===== config.mk =====
export PLATFORM = sky130hd
export DESIGN_NAME = addsub_serial_acc_flat
export DESIGN_NICKNAME = d
export VERILOG_FILES = /design/src/rtl/addsub_pkg.sv /design/src/rtl/addsub_serial_acc_if.sv /design/src/rtl/addsub_digit.sv /design/src/rtl/addsub_serial_acc.sv /design/src/flat_wrapper.sv
export SDC_FILE = /design/constraint.sdc
export NUM_CORES = 1
export LEC_CHECK = 0
export CORE_MARGIN = 4
export CORE_UTILIZATION = 51
export DETAILED_ROUTE_END_ITERATION = 10
export MAX_ROUTING_LAYER = met4
export PLACE_DENSITY = 0.76
export SYNTH_ARGS = -nofsm -noshare
export SYNTH_HDL_FRONTEND = slang
export SYNTH_SLANG_ARGS = --single-unit

===== constraint.sdc =====
create_clock -name clk -period 2.5 [get_ports clk]
set_input_delay 0.75 -clock clk [delete_from_list [all_inputs] [get_ports clk]]
set_output_delay 0.75 -clock clk [all_outputs]
set_load 0.01 [all_outputs]

===== src/rtl/addsub_pkg.sv =====
// Shared encodings for the digit-serial adder/subtractor: operation codes and FSM states.
// Imported by the top level and the testbench.
package addsub_pkg;

  localparam logic [1:0] OP_ADD     = 2'b00;
  localparam logic [1:0] OP_SUB     = 2'b01;
  localparam logic [1:0] OP_ACC_ADD = 2'b10;
  localparam logic [1:0] OP_ACC_SUB = 2'b11;

  typedef enum logic [1:0] {
    IDLE = 2'd0,
    RUN  = 2'd1,
    DONE = 2'd2
  } state_t;

endpackage


===== src/rtl/addsub_serial_acc_if.sv =====
// Operand/result bundle for addsub_serial_acc: valid/ready request side and result/flag side.
// master drives operands and out_ready; slave is the arithmetic block.
interface addsub_serial_acc_if #(
  parameter int WIDTH = 16
);

  logic             in_valid;
  logic             in_ready;
  logic [1:0]       op;
  logic [WIDTH-1:0] a;
  logic [WIDTH-1:0] b;
  logic             cin;
  logic             out_valid;
  logic             out_ready;
  logic [WIDTH-1:0] result;
  logic             cout;
  logic             overflow;
  logic             zero;
  logic             negative;
  logic [WIDTH-1:0] acc;

  modport master (
    output in_valid, op, a, b, cin, out_ready,
    input  in_ready, out_valid, result, cout, overflow, zero, negative, acc
  );

  modport slave (
    input  in_valid, op, a, b, cin, out_ready,
    output in_ready, out_valid, result, cout, overflow, zero, negative, acc
  );

endinterface


===== src/rtl/addsub_digit.sv =====
// Combinational DIGIT-bit ripple slice of 1-bit full adders.
// c_msb is the carry entering the slice's top bit, used for signed overflow.
module addsub_digit #(
  parameter int DIGIT = 4
) (
  input  logic [DIGIT-1:0] x,
  input  logic [DIGIT-1:0] y,
  input  logic             ci,
  output logic [DIGIT-1:0] s,
  output logic             co,
  output logic             c_msb
);

  always_comb begin
    logic c;
    s     = '0;
    c     = ci;
    c_msb = ci;
    for (int i = 0; i < DIGIT; i++) begin
      c_msb = c;
      s[i]  = x[i] ^ y[i] ^ c;
      c     = (x[i] & y[i]) | (c & (x[i] ^ y[i]));
    end
    co = c;
  end

endmodule


===== src/rtl/addsub_serial_acc.sv =====
// Digit-serial add/sub with accumulator: WIDTH/DIGIT RUN cycles, LSB slice first.
// Result and flags are registered on the RUN->DONE edge and held until out_ready.
module addsub_serial_acc
  import addsub_pkg::*;
#(
  parameter int WIDTH = 16,
  parameter int DIGIT = 4
) (
  input logic               clk,
  input logic               rst_n,
  addsub_serial_acc_if.slave bus
);

  localparam int NDIG = WIDTH / DIGIT;
  localparam int CW   = (NDIG > 1) ? $clog2(NDIG) : 1;
  localparam logic [CW-1:0] LAST = CW'(NDIG - 1);

  if (WIDTH < 2 || DIGIT < 1 || (WIDTH % DIGIT) != 0) begin : g_param_check
    $error("addsub_serial_acc: WIDTH must be >= 2 and a multiple of DIGIT");
  end

  state_t           state_q, state_d;
  logic [WIDTH-1:0] x_q, x_d;
  logic [WIDTH-1:0] y_q, y_d;
  logic [WIDTH-1:0] sum_q, sum_d;
  logic             carry_q, carry_d;
  logic [CW-1:0]    cnt_q, cnt_d;
  logic             acc_op_q, acc_op_d;
  logic [WIDTH-1:0] result_q, result_d;
  logic             cout_q, cout_d;
  logic             ovf_q, ovf_d;
  logic             zero_q, zero_d;
  logic             neg_q, neg_d;
  logic [WIDTH-1:0] acc_q, acc_d;

  logic [DIGIT-1:0] dig_s;
  logic             dig_co;
  logic             dig_cm;

  // X and Y shift right each cycle, so the slice always sees the low digit.
  addsub_digit #(.DIGIT(DIGIT)) u_digit (
    .x     (x_q[DIGIT-1:0]),
    .y     (y_q[DIGIT-1:0]),
    .ci    (carry_q),
    .s     (dig_s),
    .co    (dig_co),
    .c_msb (dig_cm)
  );

  always_comb begin
    state_d  = state_q;
    x_d      = x_q;
    y_d      = y_q;
    sum_d    = sum_q;
    carry_d  = carry_q;
    cnt_d    = cnt_q;
    acc_op_d = acc_op_q;
    result_d = result_q;
    cout_d   = cout_q;
    ovf_d    = ovf_q;
    zero_d   = zero_q;
    neg_d    = neg_q;
    acc_d    = acc_q;

    case (state_q)
      IDLE: begin
        if (bus.in_valid) begin
          x_d      = bus.op[1] ? acc_q : bus.a;
          y_d      = bus.op[0] ? ~bus.b : bus.b;
          carry_d  = bus.cin ^ bus.op[0];
          sum_d    = '0;
          cnt_d    = '0;
          acc_op_d = bus.op[1];
          state_d  = RUN;
        end
      end
      RUN: begin
        x_d     = x_q >> DIGIT;
        y_d     = y_q >> DIGIT;
        sum_d   = (WIDTH'(dig_s) << (WIDTH - DIGIT)) | (sum_q >> DIGIT);
        carry_d = dig_co;
        cnt_d   = cnt_q + 1'b1;
        if (cnt_q == LAST) begin
          state_d  = DONE;
          result_d = sum_d;
          cout_d   = dig_co;
          ovf_d    = dig_co ^ dig_cm;
          zero_d   = (sum_d == '0);
          neg_d    = sum_d[WIDTH-1];
        end
      end
      DONE: begin
        if (bus.out_ready) begin
          state_d = IDLE;
          if (acc_op_q) acc_d = result_q;
        end
      end
      default: state_d = IDLE;
    endcase
  end

  always_ff @(posedge clk) begin
    if (!rst_n) begin
      state_q  <= IDLE;
      x_q      <= '0;
      y_q      <= '0;
      sum_q    <= '0;
      carry_q  <= 1'b0;
      cnt_q    <= '0;
      acc_op_q <= 1'b0;
      result_q <= '0;
      cout_q   <= 1'b0;
      ovf_q    <= 1'b0;
      zero_q   <= 1'b0;
      neg_q    <= 1'b0;
      acc_q    <= '0;
    end else begin
      state_q  <= state_d;
      x_q      <= x_d;
      y_q      <= y_d;
      sum_q    <= sum_d;
      carry_q  <= carry_d;
      cnt_q    <= cnt_d;
      acc_op_q <= acc_op_d;
      result_q <= result_d;
      cout_q   <= cout_d;
      ovf_q    <= ovf_d;
      zero_q   <= zero_d;
      neg_q    <= neg_d;
      acc_q    <= acc_d;
    end
  end

  assign bus.in_ready  = (state_q == IDLE);
  assign bus.out_valid = (state_q == DONE);
  assign bus.result    = result_q;
  assign bus.cout      = cout_q;
  assign bus.overflow  = ovf_q;
  assign bus.zero      = zero_q;
  assign bus.negative  = neg_q;
  assign bus.acc       = acc_q;

endmodule

===== src/flat_wrapper.sv =====
// flat-port wrapper written by rule: the top's interface ports become plain ports
module addsub_serial_acc_flat import addsub_pkg::*;
#(
  parameter int WIDTH = 16,
  parameter int DIGIT = 4
)
  (clk, rst_n, bus_in_valid, bus_op, bus_a, bus_b, bus_cin, bus_out_ready, bus_in_ready, bus_out_valid, bus_result, bus_cout, bus_overflow, bus_zero, bus_negative, bus_acc);
  addsub_serial_acc_if #(.WIDTH(WIDTH)) bus_i ();
  input logic clk;
  input logic rst_n;
  input wire logic [$bits(bus_i.in_valid)-1:0] bus_in_valid;
  input wire logic [$bits(bus_i.op)-1:0] bus_op;
  input wire logic [$bits(bus_i.a)-1:0] bus_a;
  input wire logic [$bits(bus_i.b)-1:0] bus_b;
  input wire logic [$bits(bus_i.cin)-1:0] bus_cin;
  input wire logic [$bits(bus_i.out_ready)-1:0] bus_out_ready;
  output wire logic [$bits(bus_i.in_ready)-1:0] bus_in_ready;
  output wire logic [$bits(bus_i.out_valid)-1:0] bus_out_valid;
  output wire logic [$bits(bus_i.result)-1:0] bus_result;
  output wire logic [$bits(bus_i.cout)-1:0] bus_cout;
  output wire logic [$bits(bus_i.overflow)-1:0] bus_overflow;
  output wire logic [$bits(bus_i.zero)-1:0] bus_zero;
  output wire logic [$bits(bus_i.negative)-1:0] bus_negative;
  output wire logic [$bits(bus_i.acc)-1:0] bus_acc;
  assign bus_i.in_valid = bus_in_valid;
  assign bus_i.op = bus_op;
  assign bus_i.a = bus_a;
  assign bus_i.b = bus_b;
  assign bus_i.cin = bus_cin;
  assign bus_i.out_ready = bus_out_ready;
  assign bus_in_ready = bus_i.in_ready;
  assign bus_out_valid = bus_i.out_valid;
  assign bus_result = bus_i.result;
  assign bus_cout = bus_i.cout;
  assign bus_overflow = bus_i.overflow;
  assign bus_zero = bus_i.zero;
  assign bus_negative = bus_i.negative;
  assign bus_acc = bus_i.acc;
  addsub_serial_acc #(.WIDTH(WIDTH), .DIGIT(DIGIT)) u_core (.clk(clk), .rst_n(rst_n), .bus(bus_i));
endmodule

### Word level (Yosys, flattened, before mapping)

Index checks and enable logic that the tools add are counted.

| storage, ports and cells | value |
|---|---|
| output and inout bits | 38 |
| logic and storage cells | 68 |
| flip-flop bits (word level) | 90 |
| input bits | 39 |

| cells by class | value |
|---|---|
| reduce and logical (&&, ||, !) cells | 8 |
| equal/unequal tests | 6 |
| muxes and demuxes | 16 |
| bitwise operators | 24 |
| add/sub/neg operators | 1 |

Operator list:

| kind | count |
|---|---|
| 16-bit one-hot mux with 2 select lines | 3 |
| 16-bit 2-to-1 mux | 5 |
| 16-bit logical NOT | 1 |
| 16-bit NOT | 1 |
| 16-bit by 12-bit bitwise OR with 16-bit output | 1 |
| 1-bit bitwise XOR | 10 |
| 1-bit AND | 8 |
| 2-bit 2-to-1 mux | 4 |
| 2-bit one-hot mux with 3 select lines | 1 |
| 2-bit AND reduction | 3 |
| 3-bit AND reduction | 2 |
| 2-bit == test (second input constant) | 2 |
| 2-bit != test (second input constant) | 2 |
| 1-bit bitwise OR | 4 |
| 2-bit one-hot mux with 2 select lines | 1 |
| 2-bit by 1-bit adder with 2-bit output (second input constant) | 1 |
| 2-bit by 1-bit == test with 1-bit output (second input constant) | 1 |
| 2-bit logical NOT | 1 |
| 2-bit by 1-bit != test with 1-bit output (second input constant) | 1 |
| 1-bit one-hot mux with 2 select lines | 1 |
| 2-bit nonzero test | 1 |
| 1-bit 2-to-1 mux | 1 |

### Longest topological paths before layout

| depth | value |
|---|---|
| depth in word-level cells | 10 |
| mapped depth | 10 |
| depth with buffers taken out | 10 |

### Modules after synthesis

Synthesis repeated with hierarchy kept, for this count alone.

| unflattened totals | value |
|---|---|
| cells, all modules | 410 |
| area total of the unflattened synthesis | 3901.2 um2 |

By module, submodules not included:

| module | area each (um2) | cells each | seq. area each (um2) | times used |
|---|---|---|---|---|
| addsub_serial_acc | 3791.1 | 398 | 1701.6 | 1 |
| addsub_digit | 110.1 | 12 | 0.0 | 1 |

### Worst setup path before layout

Ideal clock, no wire load.

| timing | value |
|---|---|
| path kind | register to register |
| start point | reg u_core.x_q[0] |
| end point | reg u_core.ovf_q, in the netlist u_core.bus.overflow |
| library setup time | 0.076 ns |
| path slack | 0.238 ns |
| data required time | 2.424 ns |
| data arrival time | 2.187 ns |
| cell stages (with the launch flop) | 11 |
| cells stage by stage | dfxtp_1 inv_1 fa_1 fa_1 inv_1 fa_1 inv_1 fa_1 xnor2_1 nand2_1 a21boi_0 |

| on the way | value |
|---|---|
| longest elaborated chain between the ends | 10 |
| elaborated cells between the ends (all ways) | 11 |
| those cells by class | 11 x bitwise |

Ends and longest elaborated chain:

| what | line | text |
|---|---|---|
| start, declared | addsub_serial_acc.sv:23 | `logic [WIDTH-1:0] x_q, x_d;` |
| start signal, assigned | addsub_serial_acc.sv:105 | `x_q <= '0;` |
| start signal, assigned | addsub_serial_acc.sv:119 | `x_q <= x_d;` |
| 1-bit bitwise XOR | addsub_digit.sv:22 | `c = (x[i] & y[i]) \| (c & (x[i] ^ y[i]));` |
| 1-bit AND | addsub_digit.sv:22 |  |
| 1-bit bitwise OR (*) | addsub_digit.sv:22 |  |
| 1-bit AND (*) | addsub_digit.sv:22 |  |
| 1-bit bitwise OR (*) | addsub_digit.sv:22 |  |
| 1-bit AND (*) | addsub_digit.sv:22 |  |
| 1-bit bitwise OR (*) | addsub_digit.sv:22 |  |
| 1-bit AND | addsub_digit.sv:22 |  |
| 1-bit bitwise OR | addsub_digit.sv:22 |  |
| 1-bit bitwise XOR (*) | addsub_serial_acc.sv:87 | `ovf_d = dig_co ^ dig_cm;` |
| end signal, assigned | addsub_serial_acc.sv:127 | `ovf_q <= ovf_d;` |
| end, declared | addsub_serial_acc.sv:31 | `logic ovf_q, ovf_d;` |

Every way passes the cells marked *; elsewhere a longest branch is shown, timed or not.
A chain may end at the register's enable or synchronous reset.

### Worst setup path in the final report

| timing | value |
|---|---|
| start point | reg u_core.x_q[0] |
| end point | reg u_core.result_q[15], in the netlist u_core.bus.result[15] |

| on the way | value |
|---|---|
| longest elaborated chain between the ends | 9 |
| elaborated cells between the ends (all ways) | 10 |
| those cells by class | 10 x bitwise |

Ends and longest elaborated chain:

| what | line | text |
|---|---|---|
| 1-bit bitwise XOR | addsub_digit.sv:22 |  |
| 1-bit AND | addsub_digit.sv:22 |  |
| 1-bit bitwise OR (*) | addsub_digit.sv:22 |  |
| 1-bit AND (*) | addsub_digit.sv:22 |  |
| 1-bit bitwise OR (*) | addsub_digit.sv:22 |  |
| 1-bit AND (*) | addsub_digit.sv:22 |  |
| 1-bit bitwise OR (*) | addsub_digit.sv:22 |  |
| 1-bit bitwise XOR (*) | addsub_digit.sv:21 | `s[i] = x[i] ^ y[i] ^ c;` |
| 16-bit by 12-bit bitwise OR with 16-bit output (*) | addsub_serial_acc.sv:80 | `sum_d = (WIDTH'(dig_s) << (WIDTH - DIGIT)) \| (sum_q >> DIGIT);` |
| end signal, assigned | addsub_serial_acc.sv:125 | `result_q <= result_d;` |
| end, declared | addsub_serial_acc.sv:29 | `logic [WIDTH-1:0] result_q, result_d;` |

Marks and branches as above.

==> results.cfg <==
[synthesis]
syn-num-nets = 430
synth-compound-area-share_pct = 23.2
seq_area_frac_synth_pct = 45.5
syn_inst = 386
synth_top_family_by_area = compound AO/OA/AOI/OAI gates
synth.area.top_cells = dfxtp_1, nand2_1, a21boi_0
yosys.area_share.simple_pct = 13.6
synthAdderAreaFrac_pct = 2.47
synthMuxAreaShare_pct = 5.25
syn_area_per_cell_um2 = 9.70
synthXorXnorAreaFrac_pct = 4.21
ys_types = 40
yosys_register_bits = 85
synth_top_area_cell = dfxtp_1
post-synth-top-area-fraction_pct = 45.5
synthesis.area_um2 = 3740
yosys_warnings = 0

[sta]
slew_violations = 0
worst_pin_slew_ns = 0.802
slew_headroom_pct = 46.6
hold_violations = 0
period_needed_ns = 2.41
fin_crit_sh_pct = 96.3
finClkSkew_ns = 0.00782
setup_viol = 0
fmax_ghz = 0.415

[global_route]
grt_use_total_pct = 21.8
antenna_found_initial = 0
grt.overflow.total = 0
grt_pass1_vias = 2972
grt_max_degree = 44
grt_pass1_wl_mm = 14.8

[setup_path]
cp_data_arrival_time_ns = 2.64
endpoint_kind = flip-flop
crit_type = flip-flop to flip-flop
cp_top_family = adder cells
cp_slowest_cell = fa_2
critPathMaxFanout = 3
start_kind = flip-flop
max_stage_delay_ns = 0.55
crit_chain = inv_1, fa_1, fa_1, inv_1, fa_2, inv_1, fa_2, nand2_1, o211a_1
critPathBufInv = 3
worstPathRequired_ns = 2.73
path_common_cell = inv_1

[route]
drt_wl_total_mm = 8.95
drt-initial-drc-count = 135
vias = 2996
viasPerCell = 5.40
routedWlPerCell_um = 16.1
ant_nets = 0
dr.pass1.iters = 4
drcViolationCount = 0

[clock_network]
h-tree-depth = 3
clock_latency_ns = 0.34
cts_tree = built
clock-sinks = 85
cts_buffer_depth = 2
cts-hold-fix-buffers = 0
numCtsBuffers = 9
cts_root_buf = clkbuf_8
clk_pin_slew_ns = 0.08

[layout]
fillerInstances = 567
antenna_cells = 0
fin_area_um2 = 4760
finalNonFillerCells = 555
utilization_pct = 68.5
drive_gt1_share_pct = 10.5
final_nets = 500
syn_to_final_growth_pct = 27.0

[die]
initial_utilization_pct = 53.9
core_um2 = 6940
rows = 30
die-area_um2 = 8780
die_h_um = 93.7
die_w_um = 93.7
ios = 77

[placed_design]
postPlaceCellArea_um2 = 4550
dp_cells = 540
dp_hpwl_mm = 6.60
port_buffers = 76
gp_congestion = 0.851

[pwr]
leakage_nw = 1.73
peakVddDrop_mv = 0.255
power.density_nw_per_um2 = 560
power.total_w = 0.00266

[run]
maxCapViolCount = 0

[run_status]
outcome = finished, final reports clean

[worst_hold_path]
hp-class = flip-flop to flip-flop
-- registers in the layout, summed over array words and instances, names as in the netlist --
register and count:
u_core.bus.acc 16, u_core.state_q 2, u_core.sum_q 12, u_core.y_q 16, u_core.x_q 16, u_core.acc_op_q 1
u_core.bus.zero 1, u_core.bus.cout 1, u_core.bus.result 16, u_core.cnt_q 2, u_core.bus.overflow 1, u_core.carry_q 1
-- kinds of logic after synthesis --
kind of cell,after synthesis
fa+ha+maj,5
buf+inv,40
mux,18
compound gates,109
xor+xnor,18
flops,85
simple gates,111
-- worst paths after layout --
path	cells past startpoint	slack, ns	startpoint	end
setup / recovery	9	0.09	u_core.x_q[0]	u_core.bus.result[15]
hold / removal	2	0.47	u_core.x_q[3]	u_core.x_q[3]
setup reg to reg	9	0.09	u_core.x_q[0]	u_core.bus.result[15]
hold reg to reg	2	0.47	u_core.x_q[3]	u_core.x_q[3]
-- synth_stat cells --
| library cell | instances |
|---|---|
| a211oi_1 | 4 |
| a211oi_2 | 1 |
| a21boi_0 | 30 |
| a21boi_1 | 13 |
| a21oi_1 | 1 |
| a22o_1 | 10 |
| a22oi_1 | 24 |
| and2_1 | 1 |
| and2b_1 | 1 |
| and3b_1 | 2 |
| and4b_1 | 1 |
| buf_2 | 12 |
| buf_4 | 4 |
| buf_6 | 5 |
| clkbuf_1 | 9 |
| clkbuf_2 | 1 |
| dfxtp_1 | 85 |
| fa_1 | 4 |
| ha_1 | 1 |
| inv_1 | 9 |
| mux2_2 | 13 |
| mux2i_1 | 5 |
| nand2_1 | 80 |
| nand2b_1 | 2 |
| nand3_1 | 1 |
| nand3b_1 | 2 |
| nand4_1 | 2 |
| nand4b_2 | 1 |
| nor2_1 | 8 |
| nor2b_1 | 6 |
| nor3b_4 | 1 |
| nor4_1 | 2 |
| nor4b_1 | 1 |
| o211a_1 | 4 |
| o21a_1 | 2 |
| o21ai_0 | 1 |
| o21bai_2 | 1 |
| o2bb2ai_1 | 18 |
| xnor2_1 | 5 |
| xor2_1 | 13 |
-- cell type report --
cell class / instances / area (um^2) / share of cell area [%]
multi-input cells: 261 / 1830 / 38.6
flip-flops and latches: 85 / 1700 / 35.8
repair buffers: 90 / 878 / 18.5
clock buffers: 10 / 138 / 2.89
well taps: 96 / 120 / 2.53
clock inverters: 4 / 50.0 / 1.05
inverters: 9 / 33.8 / 0.710
-- placed cells by master, fill, tap and decap left out, types with 4 or more instances in the layout --
cell type | Yosys | routed
o2bb2ai_1 | 18 | 18
nor2_1 | 8 | 8
nor2b_1 | 6 | 6
xor2_1 | 13 | 13
mux2i_1 | 5 | 5
mux2_2 | 13 | 13
a21boi_0 | 30 | 29
nand2_1 | 80 | 80
a211oi_1 | 4 | 4
o211a_1 | 4 | 4
xnor2_1 | 5 | 5
a22oi_1 | 24 | 24
clkdlybuf4s50_1 | 0 | 76
a22o_1 | 10 | 10
dfxtp_1 | 85 | 85
inv_1 | 9 | 9
a21boi_1 | 13 | 14
clkbuf_8 | 0 | 10
buf_4 | 4 | 13
-- where the power goes --
part	leakage, nW	switching (W)	internal, W
sequential	0.689	0.0000297	0.00139
clock	0.0902	0.000453	0.000476
combinational	0.948	0.000148	0.000163
total	1.73	0.000631	0.00203
-- per-layer routing --
layer  global-route usage [%]  wire (um)
met1                     29.7       4220
met2                     32.7       4110
met3                     4.73        512
met4                     6.14         99
met5                        -          0
-- stage by stage --
step / hold WS [ns] / setup WS (ns) / setup TNS [ns]
2_1_floorplan: 0.432 / 0.238 / 0
3_3_place_gp: 0.445 / 0.140 / 0
3_5_place_dp: 0.452 / 0.0709 / 0
4_1_cts: 0.468 / 0.0321 / 0
5_1_grt: 0.486 / -0.0229 / -0.0391
6_report: 0.465 / 0.0927 / 0
-- worst register-to-register path: cells and delay by family, from the launching register on --
family / cells / cell delay, ns
adders and majority gates: 4 / 1.56
DFF: 1 / 0.33
buffers and inverters: 3 / 0.21
AOI/OAI and AO/OA: 1 / 0.16
and+or+nand+nor: 1 / 0.06
-- timing repair --
item,in CTS,in global routing
setup buffers,0,1
endpoints found under the hold margin,0,0
resized for setup,0,5
setup endpoints to repair,0,3
No activity file was read; power rests on OpenSTA's default activity.
